`config.mk`:
```
export PLATFORM = sky130hd
export DESIGN_NAME = instr_fetch_unit
export DESIGN_NICKNAME = d
export VERILOG_FILES = /design/src/rtl/instr_fetch_unit.sv
export SDC_FILE = /design/constraint.sdc
export NUM_CORES = 1
export LEC_CHECK = 0
export ABC_AREA = 1
export BUFFER_PORTS_ARGS = -buffer_cell sky130_fd_sc_hd__buf_2
export CORE_AREA = 5 5 135 137
export DETAILED_ROUTE_END_ITERATION = 7
export DIE_AREA = 0 0 140 142
export PLACE_DENSITY_LB_ADDON = 0.25
export SLEW_MARGIN = 25
export SYNTH_ARGS = -nofsm -noshare
export SYNTH_HDL_FRONTEND = slang
export SYNTH_SLANG_ARGS = --single-unit
```
`constraint.sdc`:
```
create_clock -name clk -period 5.8 [get_ports clk]
set_input_delay 0.29 -clock clk [delete_from_list [all_inputs] [get_ports clk]]
set_output_delay 0.29 -clock clk [all_outputs]
set_load 0.03 [all_outputs]
```
`src/rtl/instr_fetch_unit.sv`:
```
// Fetch stage: owns the PC, masters imem req/gnt/rvalid, feeds decode.
// Define FETCH_MISALIGN_CHECK_EN to trap misaligned redirect targets.
module instr_fetch_unit #(
  parameter logic [31:0] RESET_PC = 32'h0000_0000
) (
  input  logic        clk,
  input  logic        rst_n,
  output logic        imem_req,
  output logic [31:0] imem_addr,
  input  logic        imem_gnt,
  input  logic        imem_rvalid,
  input  logic [31:0] imem_rdata,
  output logic [31:0] instr_out,
  output logic [31:0] pc_out,
  output logic        instr_valid,
  input  logic        instr_ready,
  input  logic        branch_taken,
  input  logic [31:0] branch_pc,
  input  logic [31:0] branch_imm,
  output logic        fetch_fault
);

  typedef enum logic [2:0] {
    REQ,
    WAIT,
    HOLD,
`ifdef FETCH_MISALIGN_CHECK_EN
    FAULT,
`endif
    DISCARD
  } state_t;

  state_t      state;
  logic [31:0] pc;
  logic [31:0] pc_inc;
  logic [31:0] sum;
  logic [31:0] tgt;

  assign pc_inc = pc + 32'd4;
  assign sum    = branch_pc + branch_imm;

`ifdef FETCH_MISALIGN_CHECK_EN
  logic mis;
  assign tgt = sum;
  assign mis = |sum[1:0];
`else
  assign tgt = {sum[31:2], 2'b00};
  assign fetch_fault = 1'b0;
`endif

  always_ff @(posedge clk or negedge rst_n) begin
    if (!rst_n) begin
      state       <= REQ;
      pc          <= RESET_PC;
      imem_req    <= 1'b0;
      imem_addr   <= RESET_PC;
      instr_valid <= 1'b0;
      instr_out   <= 32'h0;
      pc_out      <= 32'h0;
`ifdef FETCH_MISALIGN_CHECK_EN
      fetch_fault <= 1'b0;
`endif
    end else begin
`ifdef FETCH_MISALIGN_CHECK_EN
      if (branch_taken && mis && state != FAULT) begin
        state       <= FAULT;
        pc          <= tgt;
        imem_req    <= 1'b0;
        instr_valid <= 1'b0;
        fetch_fault <= 1'b1;
      end else
`endif
      begin
        case (state)
          REQ: begin
            if (branch_taken) begin
              pc        <= tgt;
              imem_req  <= 1'b0;
              imem_addr <= tgt;
              if (imem_req && imem_gnt)
                state <= DISCARD;
            end else if (imem_req && imem_gnt) begin
              imem_req <= 1'b0;
              state    <= WAIT;
            end else begin
              imem_req  <= 1'b1;
              imem_addr <= pc;
            end
          end
          WAIT: begin
            if (branch_taken) begin
              pc <= tgt;
              if (imem_rvalid) begin
                imem_req  <= 1'b1;
                imem_addr <= tgt;
                state     <= REQ;
              end else begin
                state <= DISCARD;
              end
            end else if (imem_rvalid) begin
              instr_out   <= imem_rdata;
              pc_out      <= pc;
              instr_valid <= 1'b1;
              state       <= HOLD;
            end
          end
          HOLD: begin
            if (branch_taken) begin
              pc          <= tgt;
              instr_valid <= 1'b0;
              imem_req    <= 1'b1;
              imem_addr   <= tgt;
              state       <= REQ;
            end else if (instr_ready) begin
              pc          <= pc_inc;
              instr_valid <= 1'b0;
              imem_req    <= 1'b1;
              imem_addr   <= pc_inc;
              state       <= REQ;
            end
          end
          DISCARD: begin
            if (branch_taken)
              pc <= tgt;
            // the stale response must still retire, even alongside a redirect
            if (imem_rvalid) begin
              imem_req  <= 1'b1;
              imem_addr <= branch_taken ? tgt : pc;
              state     <= REQ;
            end
          end
          default: ;
        endcase
      end
    end
  end

endmodule

```
==> impl_results.md, run 1 <==
- Status: complete, but fails checks
- Violated checks: hold timing
- Syn. warnings: 0
- Final ANT Viol Nets: 0
- Row cnt: 48
- Hold buffers post-CTS: 0
- CP max FO: 36
- Maximum number of pins on one net before global-route repair: 68
- Post-synth EDFFs: 0
- Fin crit period: 3000 ps
- RSZ-0062 raised after global routing: no
- Syn nets: 1758
- Top Family by Delay on Critical Path: buffers and inverters
- Seq/Total Area, Yosys: 0.330
- Number of hold violations in the final report: 19
- Initial antenna violation count: 0
- Pwr Density: 546 nW/um^2
- Htree depth: 4
- Worst skew pair latency: 420 ps
- Mux cell area share after synthesis: 0
- Vias in the first global route: 10100
- Gates resized, CTS repair: 0
- Area grow syn2layout: 17.5%
- Buffers & Inverters on Critical Path: 5
- Critical path's slowest cell: inv_2
- GR Util All Layers: 0.299
- Die Ht: 142 microns
- Mapped Cells: 1620
- Initial DRC Count: 859
- Starting Density: 0.590
- Tcrit/Tclk final: 0.516
- Grt total ovfl: 0
- WP data required: 6080 ps
- Ratio of cells with drive above 1 in the final layout: 0.159
- CTS max path bufs: 2
- Die ar.: 19900 sq um
- DR vias/cell: 5.21
- Startpoint types: register
- Footprint of the multi-input gates: 5600 sq um
- Core Area: 16900 sq um
- Yosys cell types: 48
- Least-Margin Pin Slew: 879 ps
- Reg clk slew, reported paths: 60 ps
- Number of buffers added on ports: 199
- Complex-gate fraction of the synthesized area: 0.0761
- Post-synthesis adder-cell area fraction: 0.0450
- Hold WC Path Type: input port to asynchronous set/reset pin
- Final setup fails: 0
- Rel. slew slack: 0.411
- Post-Synth XOR/XNOR Area: 0.0173
- Element type at the critical path end: register
- Clock skew: 11.0 ps
- Hold_ws: -30.8 ps
- Post-Synth Simple-Gate Area: 0.421
- Filler cells: 1529
- Largest family of logic cells by synthesized area: simple AND/OR/NAND/NOR gates
- Post-CTS setup buffers: 0
- Synthesized area: 10000 sq um
- VDD IR-drop max: 312 uV
- # diodes: 0
- Total Negative Setup Slacks: 0 ps
- Cell chain of the critical path: inv_1, ha_1, buf_4, inv_2, nor3_2, buf_4, nor2_1, and3_1, inv_2, o21ai_0
- Final Power: 0.00641 W
- 1st-pass router iterations: 6
- DP Area: 11100 sq um
- Reg area: 3300 sq um
- Design Area, Final: 11700 sq um
- CP max stage delay: 440 ps
- Max cap viols: 0
- Residual DRC: 0
- Final max-slew violation count: 0
- Crit Path Class: register to register
- Via Count: 10600
- Syn avg cell area: 6.17 sq um
- Pre-CTS WS: 2900 ps
- Fin worst setup slack: 2800 ps
- Hpwl dp: 22.4 mm
- Final Util: 0.694
- Number of I/O pins: 201
- Num CTS Buffers: 17
- RD Place Congestion: 0.929
- Clk Tree Root Cell: clkbuf_16
- Async SR Flop Fraction: 1.00
- CTS tree: done
- Post-Route WL: 29.1 mm
- First-pass GRT wire length: 48.7 mm
- Post-synth top flop: dfrtp_1
- Sinks on Clock Net: 132
- Achievable Freq: 0.334 GHz
- Wire per inst: 14.3 microns
- Die Span X: 140 microns
- Post-synthesis register bit count: 132
- Nets: 1932
- Worst Path Arrival: 3270 ps
- Lkg Pwr: 7.04 nW
## cell usage after synthesis, types with 5 or more instances
cell type	instances	share of area
nand4_1	13	0.0081
ha_1	36	0.045
o211ai_1	9	0.0068
inv_2	9	0.0034
dfrtp_1	132	0.33
a31oi_1	7	0.0044
clkbuf_1	21	0.0079
nand2_2	9	0.0056
buf_2	18	0.0090
nor3_1	10	0.0050
nor2_1	74	0.028
o21ai_1	17	0.0085
nor2_2	10	0.0063
a21oi_1	36	0.018
inv_1	206	0.077
buf_1	8	0.0030
o21ai_0	57	0.029
nand2_1	763	0.29
and2_1	5	0.0031
xor2_1	12	0.011
nand3_1	119	0.060
## area by class of cell
class / count / share of cell area
Multi-Input combinational cell: 1217 / 0.477
Clock buffer: 17 / 0.0362
Inverter: 217 / 0.0693
Timing Repair Buffer: 209 / 0.0914
Clock inverter: 14 / 0.0212
Tap cell: 225 / 0.0240
Sequential cell: 132 / 0.281
## routing by layer
layer  GRT usage  up-vias  share of wire
met4       0.120        0          0.034
met2       0.474      468           0.44
li1            -     5377              -
met1       0.410     4658           0.43
met3      0.0541       73          0.089
met5           0        -              0
## logic make-up after synthesis
family / after synthesis
compound gates: 139
xor+xnor: 18
fa+ha+maj: 36
buf+inv: 271
flops: 132
other cells: 1
simple gates: 1023
## where the power goes
part | switching (W) | leakage [nW] | internal [W] | total, W
clock network | 0.000425 | 0.325 | 0.000810 | 0.00124
registers | 0.000360 | 1.65 | 0.00137 | 0.00173
logic | 0.00244 | 5.07 | 0.000998 | 0.00344
total | 0.00323 | 7.04 | 0.00318 | 0.00641
## registers in the layout (all words and copies together), names as in the netlist
register	flops
imem_req	1
pc	32
instr_out	32
pc_out	32
imem_addr	32
state	2
instr_valid	1
## through the flow
stage	instances	hold WS (ps)
6_report	2031	-30.8
5_1_grt	2031	61.0
4_1_cts	2031	9.79
3_5_place_dp	2000	448
3_3_place_gp	2000	434
2_1_floorplan	1620	-5.59
## worst reg2reg max path, delay by kind of cell, from the launching register on
kind	cells	cell delay, ps
AOI/OAI and AO/OA	1	180
and+or+nand+nor	3	540
adders and majority gates	1	170
buffers and inverters	5	1570
DFF	1	400
## worst paths after layout
check	cells past startpoint	to	slack, ps	from
worst max-delay path	10	imem_addr[2]	2800	state[0]
worst min-delay path	1	instr_out[25]	-30	rst_n
worst max register to register	10	imem_addr[2]	2800	state[0]
worst min register to register	2	instr_out[18]	470	instr_out[18]
max in group asynchronous	2	instr_out[3]	4490	rst_n
min in group clk	3	instr_out[26]	80	imem_rdata[26]
## cells in the final DEF (no fill, tap or decap), types with 10 or more instances in the layout
cell type | Yosys | layout
a21oi_1 | 36 | 36
buf_2 | 18 | 198
buf_4 | 2 | 11
clkbuf_16 | 0 | 17
dfrtp_1 | 132 | 132
ha_1 | 36 | 36
inv_1 | 206 | 205
inv_2 | 9 | 10
nand2_1 | 763 | 763
nand3_1 | 119 | 119
nand4_1 | 13 | 13
nor2_1 | 74 | 74
nor2_2 | 10 | 10
nor3_1 | 10 | 10
o21ai_0 | 57 | 57
o21ai_1 | 17 | 17
xor2_1 | 12 | 12
Power figures use the tool's default switching activity.
==> run 2: changes to the inputs <==
--- a/config.mk
+++ b/config.mk
@@ -7,9 +7,9 @@
 export LEC_CHECK = 0
 export ABC_AREA = 1
 export BUFFER_PORTS_ARGS = -buffer_cell sky130_fd_sc_hd__buf_2
-export CORE_AREA = 5 5 135 137
+export CORE_AREA = 5 5 147 149
 export DETAILED_ROUTE_END_ITERATION = 7
-export DIE_AREA = 0 0 140 142
+export DIE_AREA = 0 0 152 154
 export PLACE_DENSITY_LB_ADDON = 0.25
 export SLEW_MARGIN = 25
 export SYNTH_ARGS = -nofsm -noshare
==> constraint.sdc (replaced) <==
create_clock -name clk -period 2.5 [get_ports clk]
set_input_delay 0.125 -clock clk [delete_from_list [all_inputs] [get_ports clk]]
set_output_delay 0.125 -clock clk [all_outputs]
set_load 0.03 [all_outputs]
==> run 2 against run 1 <==
  * Wire length rose by 6.3%
  * Sequential share of layout area fell by 0.86 points
  * The run now ends clean
  * Total power rose by 130%
  * Combinational power rose by 140%
  * Design area rose by 3.2%
  * Fmax rose by 38%
  * Clock power rose by 97%
  * Die area rose by 18%
  * Critical endpoint unchanged
==> impl_results.md, run 2 (synthesized netlist as in run 1, its figures left out) <==
- Status: finished, final reports clean
- Clk Tree Root Cell: clkbuf_16
- Pwr Density: 1200 nW/um^2 (+120%)
- Hold WC Path Type: input port to register
- Fin crit period: 2170 ps (-823 ps)
- Vias in the first global route: 10100 (-0.14%)
- Final Util: 0.605 (-0.0889)
- CTS max path bufs: 2 (unchanged)
- Number of I/O pins: 201 (unchanged)
- Final max-slew violation count: 0 (unchanged)
- Nets: 1971 (+2.0%)
- WL met1: 13.6 mm (+8.1%)
- Initial DRC Count: 920 (+7.1%)
- Footprint of the multi-input gates: 5600 sq um (unchanged)
- First-pass GRT wire length: 50.9 mm (+4.6%)
- Achievable Freq: 0.460 GHz (+38%)
- Sinks on Clock Net: 132 (unchanged)
- Gates resized, CTS repair: 0 (unchanged)
- Core Area: 20000 sq um (+18%)
- Final setup fails: 0 (unchanged)
- Worst Path Arrival: 2450 ps (-820 ps)
- Most frequent cells in the layout: nand2_1, inv_1, buf_2
- Hpwl dp: 23.3 mm (+3.7%)
- Filler cells: 1959 (+28%)
- GR Util All Layers: 0.263 (-0.0361)
- Crit Path Class: register to register
- Wire per inst: 14.6 microns (+2.0%)
- Num CTS Buffers: 17 (unchanged)
- Element type at the critical path end: register
- Ratio of cells with drive above 1 in the final layout: 0.159 (-0.000205)
- Met2 WL: 13.5 mm (+4.6%)
- Most common cell after layout, fill and taps aside: nand2_1
- Maximum number of pins on one net before global-route repair: 102 (+50%)
- Htree depth: 4 (unchanged)
- RSZ-0062 raised after global routing: no
- Lkg Pwr: 7.17 nW (+1.8%)
- Reg area: 3300 sq um (unchanged)
- Worst skew pair latency: 420 ps (about the same)
- Die Span X: 152 microns (+8.6%)
- Die Ht: 154 microns (+8.5%)
- CTS tree: done
- # diodes: 0 (unchanged)
- Residual DRC: 0 (unchanged)
- Rel. slew slack: 0.408 (-0.00293)
- Reg clk slew, reported paths: 60 ps (about the same)
- RD Place Congestion: 0.937 (+0.87%)
- Area grow syn2layout: 21.2%
- Met3 routed WL: 2.97 mm (+15%)
- Post-CTS setup buffers: 0 (unchanged)
- 1st-pass router iterations: 6 (unchanged)
- Number of hold violations in the final report: 0 (-19)
- Max layer used: met4
- CP max FO: 34 (-5.6%)
- Starting Density: 0.499 (-0.0914)
- Initial antenna violation count: 0 (unchanged)
- WP data required: 2770 ps (-3310 ps)
- Least-Margin Pin Slew: 889 ps (+9.83 ps)
- Startpoint types: register
- Post-Route WL: 30.9 mm (+6.3%)
- Die ar.: 23400 sq um (+18%)
- Max cap viols: 0 (unchanged)
- Row cnt: 52 (+8.3%)
- Clock skew: 12.0 ps (+1.00 ps)
- Number of buffers added on ports: 199 (unchanged)
- Tcrit/Tclk final: 0.869 (+0.353)
- Via Count: 10800 (+1.9%)
- Total Negative Setup Slacks: 0 ps (unchanged)
- VDD IR-drop max: 694 uV (+120%)
- Final ANT Viol Nets: 0 (unchanged)
- Grt total ovfl: 0 (unchanged)
- DR vias/cell: 5.09 (-2.2%)
==> run 2: worst max-delay path, stage by stage, from the launching register on <==
cell and delay [ps]:
dfrtp_1 410, inv_1 170, ha_1 230, inv_2 50, nor3_2 130, nor2_1 100, and3_1 220, inv_2 490
o21ai_0 220
==> run 2: layer usage <==
| metal | vias to the layer above | global-route usage |
|---|---|---|
| met2 | 505 | 0.419 |
| li1 | 5444 | - |
| met4 | 0 | 0.0783 |
| met5 | - | 0 |
| met1 | 4775 | 0.364 |
| met3 | 49 | 0.0517 |
==> run 2: cell type report <==
type                    instances  share of cell area
clock buffers                  17              0.0351
repair buffers                248               0.122
well taps                     270              0.0279
clock inverters                15              0.0130
inverters                     217              0.0672
flip-flops and latches        132               0.273
multi-input cells            1217               0.462
==> run 2: metrics by stage <==
| stage | worst slack, ps | cells | total power (W) | hold WS (ps) | area [sq um] |
|---|---|---|---|---|---|
| floorplan | 670 | 1620 | 0.00968 | -171 | 10000 |
| global placement | 103 | 2051 | 0.0119 | 319 | 11200 |
| detailed placement | 120 | 2051 | 0.0120 | 321 | 11200 |
| CTS | 326 | 2116 | 0.0146 | 37.3 | 12100 |
| global route | 116 | 2116 | 0.0158 | 70.1 | 12100 |
| finish | 327 | 2116 | 0.0146 | 46.0 | 12100 |
==> run 2: power by group <==
group          switching, W  leakage [nW]  internal [W]
Sequential         0.000839          1.65       0.00319
Combinational       0.00571          5.24       0.00242
Clock              0.000972         0.276       0.00147
Total               0.00752          7.17       0.00708
==> run 2: worst paths after layout <==
path                              start           end  slack, ps  cells past startpoint
max                            state[0]  imem_addr[2]        330                      8
min                            imem_gnt      imem_req         50                      4
max reg2reg                    state[0]  imem_addr[2]        330                      8
min reg2reg                instr_out[5]  instr_out[5]        460                      2
max in group asynchronous         rst_n     pc_out[7]       1490                      2
min in group asynchronous         rst_n     pc_out[4]        340                      2
==> run 2: timing repair <==
action,CTS,global route
endpoints found under the setup margin,0,0
hold buffers,33,0
endpoints found under the hold margin,132,0
==> run 3: changes to the inputs <==
--- a/config.mk
+++ b/config.mk
@@ -7,9 +7,9 @@
 export LEC_CHECK = 0
 export ABC_AREA = 1
 export BUFFER_PORTS_ARGS = -buffer_cell sky130_fd_sc_hd__buf_2
-export CORE_AREA = 5 5 147 149
+export CORE_AREA = 5 5 135 137
 export DETAILED_ROUTE_END_ITERATION = 7
-export DIE_AREA = 0 0 152 154
+export DIE_AREA = 0 0 140 142
 export PLACE_DENSITY_LB_ADDON = 0.25
 export SLEW_MARGIN = 25
 export SYNTH_ARGS = -nofsm -noshare
==> constraint.sdc (replaced) <==
create_clock -name clk -period 2.7 [get_ports clk]
set_input_delay 0.135 -clock clk [delete_from_list [all_inputs] [get_ports clk]]
set_output_delay 0.135 -clock clk [all_outputs]
set_load 0.03 [all_outputs]
==> run 3 against run 2 <==
  * Cell count fell by 2.1%
  * Wire length rose by 1.1%
  * Via count rose by 0.55%
  * Largest cell class unchanged
==> impl_results.md, run 3 (synthesized netlist as in run 1, its figures left out) <==
- Status: finished, final reports clean
- WP data required: 3030 ps (+260 ps)
- Achievable Freq: 0.439 GHz (-4.6%)
- RD Place Congestion: 0.994 (+6.1%)
- Hold WC Path Type: input port to register
- Placed instance count: 2008 (-2.1%)
- Core Area: 16900 sq um (-15%)
- Post-CTS setup buffers: 0 (unchanged)
- Startpoint types: register
- Buffers & Inverters on Critical Path: 5 (+2)
- 1st-pass router iterations: 5 (-1)
- RSZ-0062 raised after global routing: no
- Cell chain of the critical path: inv_1, ha_1, inv_1, nor2_1, inv_1, nor2_2, inv_2, buf_4, nand2_1, o21ai_1
- Worst Path Arrival: 2610 ps (+160 ps)
- Nets: 1973 (+0.10%)
- Max cap viols: 0 (unchanged)
- Tcrit/Tclk final: 0.843 (-0.0258)
- Die ar.: 19900 sq um (-15%)
- Num CTS Buffers: 17 (unchanged)
- Pwr Density: 1140 nW/um^2 (-5.6%)
- VDD IR-drop max: 560 uV (-19%)
- Gates resized, CTS repair: 0 (unchanged)
- Number of hold violations in the final report: 0 (unchanged)
- Crit Path Class: register to register
- Hpwl dp: 22.9 mm (-1.4%)
- Grt total ovfl: 0 (unchanged)
- # diodes: 0 (unchanged)
- Starting Density: 0.590 (+0.0914)
- Lkg Pwr: 7.20 nW (+0.48%)
- Htree depth: 4 (unchanged)
- DR vias/cell: 5.23 (+2.7%)
- Final Power: 0.0138 W (-5.7%)
- Layout Cells excl Fill: 2072 (-2.1%)
- Final ANT Viol Nets: 0 (unchanged)
- Reg clk slew, reported paths: 60 ps (about the same)
- Worst skew pair latency: 420 ps (about the same)
- Final setup fails: 0 (unchanged)
- DP Area: 11100 sq um (-0.51%)
- Rel. slew slack: 0.501 (+0.0931)
- Design Area, Final: 12100 sq um (-0.11%)
- Pre-CTS WS: 499 ps (+379 ps)
- Fin crit period: 2280 ps (+104 ps)
- Initial antenna violation count: 0 (unchanged)
- Ratio of cells with drive above 1 in the final layout: 0.160 (+0.000455)
- Top Family by Delay on Critical Path: buffers and inverters
- Die Ht: 142 microns (-7.8%)
- Clock skew: 9.99 ps (-2.03 ps)
- Fin worst setup slack: 423 ps (+95.8 ps)
- Via Count: 10800 (+0.55%)
- CP max FO: 85 (+150%)
- Clk Tree Root Cell: clkbuf_16
- Hold buffers post-CTS: 33 (unchanged)
- Initial DRC Count: 943 (+2.5%)
- GR Util All Layers: 0.317 (+0.0542)
- Maximum number of pins on one net before global-route repair: 86 (-16%)
- Most common cell after layout, fill and taps aside: nand2_1
- Wire per inst: 15.1 microns (+3.2%)
- Final max-slew violation count: 0 (unchanged)
- Critical path's slowest cell: buf_4
- Vias in the first global route: 10500 (+4.4%)
- Post-Route WL: 31.2 mm (+1.1%)
- Number of I/O pins: 201 (unchanged)
- Number of buffers added on ports: 199 (unchanged)
- CTS max path bufs: 2 (unchanged)
- CP dominant cell by count: inv_1
- Most frequent cells in the layout: nand2_1, inv_1, buf_2
- CTS tree: done
- Residual DRC: 0 (unchanged)
- Sinks on Clock Net: 132 (unchanged)
- First-pass GRT wire length: 51.6 mm (+1.4%)
- Filler cells: 1435 (-27%)
- Row cnt: 48 (-7.7%)
- Least-Margin Pin Slew: 749 ps (-140 ps)
- CP max stage delay: 610 ps (+120 ps)
- Element type at the critical path end: register
- Die Span X: 140 microns (-7.9%)
- Total Negative Setup Slacks: 0 ps (unchanged)
- Area grow syn2layout: 21.1%
[run 3: cell count changes in the layout (fill, tap and decap cells not counted)]
cell        delta
buf_4          +4
clkinvlp_4     -3
bufinv_16      +2
inv_6          -2
inv_8          +2
buf_12         -1
clkbuf_8       -1
clkinv_2       -1
clkinv_4       +1
[run 3: routing by layer]
layer | wire length, microns | up-vias | part of all wire | global-route usage
li1 | - | 5429 | - | -
met3 | 2630 | 56 | 0.084 | 0.0554
met4 | 637 | 0 | 0.020 | 0.0943
met5 | 0 | - | 0 | 0
met2 | 14200 | 494 | 0.46 | 0.524
met1 | 13700 | 4853 | 0.44 | 0.432
[run 3: tightest hold or removal path, delay by kind of cell]
family	cells	cell delay [ps]
compound gates	1	80
buf+inv	1	80
simple gates	2	150
[run 3: cell type report]
type / count / area [sq um] / share of cell area
Multi-Input combinational cell: 1217 / 5600 / 0.463
Sequential cell: 132 / 3300 / 0.273
Timing Repair Buffer: 250 / 1480 / 0.122
Inverter: 217 / 815 / 0.0673
Clock buffer: 17 / 425 / 0.0351
Tap cell: 225 / 282 / 0.0233
Clock inverter: 14 / 204 / 0.0168
[run 3: final timing paths]
kind                                from       endpoint  slack (ps)  cells after the start
hold / removal                  imem_gnt       imem_req          60                      4
max in group asynchronous          rst_n  imem_addr[16]        1670                      3
min in group asynchronous          rst_n  instr_out[23]         260                      2
hold reg to reg            instr_out[17]  instr_out[17]         470                      2
setup / recovery                state[1]     pc_out[21]         420                     10
setup reg to reg                state[1]     pc_out[21]         420                     10
[run 3: power breakdown]
part           internal, W  switching (W)  leakage, nW
logic              0.00223        0.00529         5.25
clock network      0.00156       0.000933        0.307
registers          0.00295       0.000808         1.65
total              0.00673        0.00703         7.20
[run 3: metrics by stage]
step           hold slack [ps]   util
6_report                  55.6  0.715
5_1_grt                   86.9  0.715
4_1_cts                   49.3  0.715
3_5_place_dp               177  0.658
3_3_place_gp               170  0.658
2_1_floorplan             -161      -
